File: config.mk
export PLATFORM = sky130hd
export DESIGN_NAME = frecuenciometro_gated
export DESIGN_NICKNAME = d
export VERILOG_FILES = /design/src/rtl/frecuenciometro_gated.sv
export SDC_FILE = /design/constraint.sdc
export NUM_CORES = 1
export LEC_CHECK = 0
export CORE_MARGIN = 4
export CORE_UTILIZATION = 40
export CTS_BUF_LIST = sky130_fd_sc_hd__clkbuf_4 sky130_fd_sc_hd__clkbuf_8 sky130_fd_sc_hd__clkbuf_16
export CTS_CLUSTER_DIAMETER = 80
export DETAILED_ROUTE_END_ITERATION = 6
export GPL_ROUTABILITY_DRIVEN = 0
export REMOVE_ABC_BUFFERS = 1
export SETUP_SLACK_MARGIN = 0.5
export SYNTH_ARGS = -nofsm -noshare
export SYNTH_HDL_FRONTEND = slang
export SYNTH_SLANG_ARGS = --single-unit
File: constraint.sdc
create_clock -name clk -period 2.8 [get_ports clk]
set_input_delay 0.28 -clock clk [delete_from_list [all_inputs] [get_ports clk]]
set_output_delay 0.28 -clock clk [all_outputs]
set_load 0.05 [all_outputs]
File: src/rtl/frecuenciometro_gated.sv
// Gated-window frequency meter: counts synchronised rising edges of signal per 1 s / 100 ms gate and publishes once per window.
// Result 1 cycle after window end, edge latency SYNC_FF+1 cycles; no backpressure. FREQ_HOLD_EN adds a hold input freezing outputs.
module frecuenciometro_gated #(
  parameter int CLK_HZ  = 50_000_000,
  parameter int CNT_W   = 23,
  parameter int SYNC_FF = 2
) (
  input  logic             clk,
  input  logic             rst,
  input  logic             signal,
  input  logic             range,
`ifdef FREQ_HOLD_EN
  input  logic             hold,
`endif
  output logic [CNT_W-1:0] freq,
  output logic             freq_valid,
  output logic             ovf,
  output logic             range_out
);

  localparam int GW = $clog2(CLK_HZ);
  localparam logic [GW-1:0]    LAST_1S    = GW'(CLK_HZ - 1);
  localparam logic [GW-1:0]    LAST_100MS = GW'(CLK_HZ / 10 - 1);
  localparam logic [CNT_W-1:0] CNT_MAX    = '1;

  if (CLK_HZ < 10) begin : g_bad_clk_hz
    $error("frecuenciometro_gated: CLK_HZ must be at least 10");
  end
  if (SYNC_FF < 2 || SYNC_FF > 4) begin : g_bad_sync_ff
    $error("frecuenciometro_gated: SYNC_FF must be 2..4");
  end

  logic [SYNC_FF-1:0] sync_q;
  logic               prev_q;
  logic               edge_det;
  logic [GW-1:0]      gate_q;
  logic [CNT_W-1:0]   edge_cnt;
  logic               sat_q;
  logic               range_q;
  logic               gate_last;
  logic               cnt_full;
  logic               hold_now;

`ifdef FREQ_HOLD_EN
  assign hold_now = hold;
`else
  assign hold_now = 1'b0;
`endif

  always_ff @(posedge clk) begin
    if (!rst) begin
      sync_q <= '0;
      prev_q <= 1'b0;
    end else begin
      sync_q <= {sync_q[SYNC_FF-2:0], signal};
      prev_q <= sync_q[SYNC_FF-1];
    end
  end

  assign edge_det  = sync_q[SYNC_FF-1] & ~prev_q;
  assign gate_last = (gate_q == (range_q ? LAST_100MS : LAST_1S));
  assign cnt_full  = (edge_cnt == CNT_MAX);

  // range_q is reloaded during reset so the first window starts cleanly on release
  always_ff @(posedge clk) begin
    if (!rst) begin
      freq       <= '0;
      freq_valid <= 1'b0;
      ovf        <= 1'b0;
      range_out  <= 1'b0;
      gate_q     <= '0;
      edge_cnt   <= '0;
      sat_q      <= 1'b0;
      range_q    <= range;
    end else begin
      freq_valid <= 1'b0;
      if (range != range_q) begin
        gate_q   <= '0;
        edge_cnt <= '0;
        sat_q    <= 1'b0;
        range_q  <= range;
      end else if (gate_last) begin
        gate_q   <= '0;
        edge_cnt <= '0;
        sat_q    <= 1'b0;
        // an edge landing in the terminal cycle still belongs to the closing window
        if (!hold_now) begin
          freq       <= cnt_full ? CNT_MAX : edge_cnt + CNT_W'(edge_det);
          ovf        <= sat_q | (cnt_full & edge_det);
          range_out  <= range_q;
          freq_valid <= 1'b1;
        end
      end else begin
        gate_q <= gate_q + GW'(1);
        if (edge_det) begin
          if (cnt_full) begin
            sat_q <= 1'b1;
          end else begin
            edge_cnt <= edge_cnt + CNT_W'(1);
          end
        end
      end
    end
  end

endmodule
==> results.yml <==
place:
  place_ws_ns: 0.564
  hpwlAfterDp_um: 6300
  portBuffers: 29
yosys:
  synthXorXnorAreaFrac: 0.106
  synth_edf_count: 1
  synthAdderAreaFrac: 0.0154
  synth-compound-area-share: 0.152
  synth.distinct_cells: 46
  synthArstFlopShare: 0
  synth_top_family_by_area: "simple AND/OR/NAND/NOR gates"
  ys_seq_area_frac: 0.396
  syn_inst: 470
  synth.area.mux_share: 0
  synth_area_um2: 4070
  ys_warn_count: 0
  synthFlopType: "dfxtp_1"
  synthSimpleGateAreaFrac: 0.266
  synth.ff_latch_count: 80
  synth.avg_cell_area_um2: 8.65
global_routing:
  grt_pass1_vias: 3236
  antenna_found_initial: 0
  grt_pass1_wl_um: 15900
  grt_overflow_total: 0
  met1_usage: 0.252
  grt_usage: 0.169
  use_met3: 0.0361
  grtUsageMet2: 0.235
  grt_max_degree: 51
  busiest_layer: "met1"
power:
  ir_drop_v: 0.000220
  p_per_area_nw_per_um2: 450
  total_leakage_power_nw: 1.35
worst_setup_path:
  slowest_delay_ns: 0.51
  critPathKind: "reg -> reg"
  start_kind: "register"
  worst_setup_path_end_kind: "register"
  cp_max_fo: 23
  crit_path_top_delay_cell: "edfxtp_1"
  crit_chain: "nor4b_2, nand4_2, o21bai_1, and3_1, buf_4, a21oi_1"
  cpLargestDelayFamily: "simple AND/OR/NAND/NOR gates"
  cp.arrival_ns: 2.34
  critical_path_required_ns: 3.04
  path_buf_inv: 1
drt:
  drt_wl_total_um: 9170
  ant_nets: 0
  drtIter0Drc: 241
  num_vias: 3373
  dr.pass1.iters: 4
  drc: 0
  wl_per_cell_um: 14.7
  via_per_inst: 5.42
sta:
  worst_slack_ns: 0.695
  worst_slew_pin_slew_ns: 0.547
  relSlewSlack: 0.635
  fmax_ghz: 0.475
  slew_violations: 0
  fin_worst_skew_ns: 0.0122
  grt_setup_unrepaired: "no"
  layout_min_cycle_time_ns: 2.10
  hold_violations: 0
  finalSetupTns_ns: 0
  holdWs_ns: 0.468
  setup_viol: 0
  finalCritPeriodShare: 0.752
run_status:
  outcome: "complete, no violations"
cells_and_area:
  layout-drive-gt1-share: 0.119
  most-common-layout-cells: "dfxtp_1, a21oi_1, nor2_1"
  final_common_cell: "dfxtp_1"
  final_nets: 493
  num_antenna_cells: 0
  syn2layout_area_growth_pct: 12.6
floorplanning:
  die_w_um: 109
  start_util: 0.414
  ios: 30
  dieHeight_um: 109
  std_cell_rows: 36
  dieArea_um2: 11800
  core-area_um2: 9820
clock_tree:
  clockBufferDepth: 2
  cts_root_buf: "clkbuf_8"
  cts_tree: "built"
  clk_pin_slew_worst_paths_ns: 0.08
  h-tree-depth: 3
  cts_inserted_buffers: 9
  holdBufCountCts: 0
  clock_latency_ns: 0.36
  cts_sinks: 80
worst_hold_path:
  hp-class: "reg -> reg"
run:
  cap_viol_max_count: 0
report_power, final:
group | leakage, nW | internal (mW) | total (mW) | switching [mW]
combinational | 0.603 | 0.0191 | 0.0638 | 0.0447
clock | 0.0955 | 0.417 | 0.844 | 0.427
sequential | 0.647 | 1.15 | 1.15 | 0.00643
stage by stage:
step	area (µm²)	power, mW	utilization	std cells
after detailed placement	4360	1.24	0.444	606
after global routing	4580	2.14	0.466	622
after global placement	4360	1.24	0.444	606
after CTS	4550	2.07	0.463	622
final	4580	2.06	0.466	622
after floorplan	3840	1.21	-	438
cell type report:
class                           count  area [µm²]
Clock buffer                       10         131
Inverter                           11        41.3
Multi-Input combinational cell    347        2220
Fill cell                        1010        5240
Tap cell                          133         166
Timing Repair Buffer               35         348
Sequential cell                    80        1610
Clock inverter                      6        60.1
flip-flops by register name (all words and copies together), names as in the netlist:
signal	count
sync_q	2
freq_valid	1
range_out	1
gate_q	26
sat_q	1
edge_cnt	23
range_q	1
prev_q	1
freq	23
ovf	1
cells in the mapped netlist, types with 2 or more instances:
master / number / area, µm²
buf_6: 7 / 78.8
xor2_1: 12 / 105
and4_1: 5 / 43.8
buf_4: 5 / 37.5
inv_1: 11 / 41.3
o31ai_1: 8 / 60.1
or4_1: 8 / 60.1
xnor2_1: 37 / 324
nand3_1: 22 / 110
nand4_1: 19 / 119
buf_2: 15 / 75.1
a21oi_2: 19 / 166
nor2_1: 48 / 180
and2_1: 6 / 37.5
nor4_1: 6 / 37.5
a21o_1: 4 / 30.0
nor3_1: 16 / 80.1
a21oi_1: 51 / 255
nand2_1: 30 / 113
o21ai_0: 9 / 45.0
and3_1: 6 / 37.5
dfxtp_1: 79 / 1580
clkbuf_1: 4 / 15.0
ha_1: 5 / 62.6
or2_2: 2 / 12.5
nor4b_1: 3 / 26.3
or3_1: 12 / 75.1
and3b_1: 3 / 26.3
timing repair:
action | 4_1_cts | 5_1_grt
endpoints found under the setup margin | 0 | 36
resized for setup | 0 | 6
setup buffers | 0 | 0
worst paths after layout:
path / endpoint / startpoint / cells past startpoint / slack (ns)
max: freq[1]$_SDFFE_PN0P_ / range_q$_DFFE_PP_ / 6 / 0.70
min: gate_q[0]$_SDFF_PP0_ / gate_q[0]$_SDFF_PP0_ / 1 / 0.47
max reg2reg: freq[1]$_SDFFE_PN0P_ / range_q$_DFFE_PP_ / 6 / 0.70
min reg2reg: gate_q[0]$_SDFF_PP0_ / gate_q[0]$_SDFF_PP0_ / 1 / 0.47
logic make-up after synthesis:
logic type / Yosys count
adders and majority gates: 5
AOI/OAI and AO/OA: 96
buffers and inverters: 43
xor gates and xnor gates: 49
DFF: 80
and+or+nand+nor: 197
routing by layer:
| metal | up-vias | share of wire |
|---|---|---|
| li1 | 1688 | - |
| met1 | 1570 | 0.50 |
| met2 | 99 | 0.41 |
| met3 | 16 | 0.069 |
| met4 | 0 | 0.019 |
| met5 | - | 0 |
Note: power is estimated with default switching activity, not from simulation.
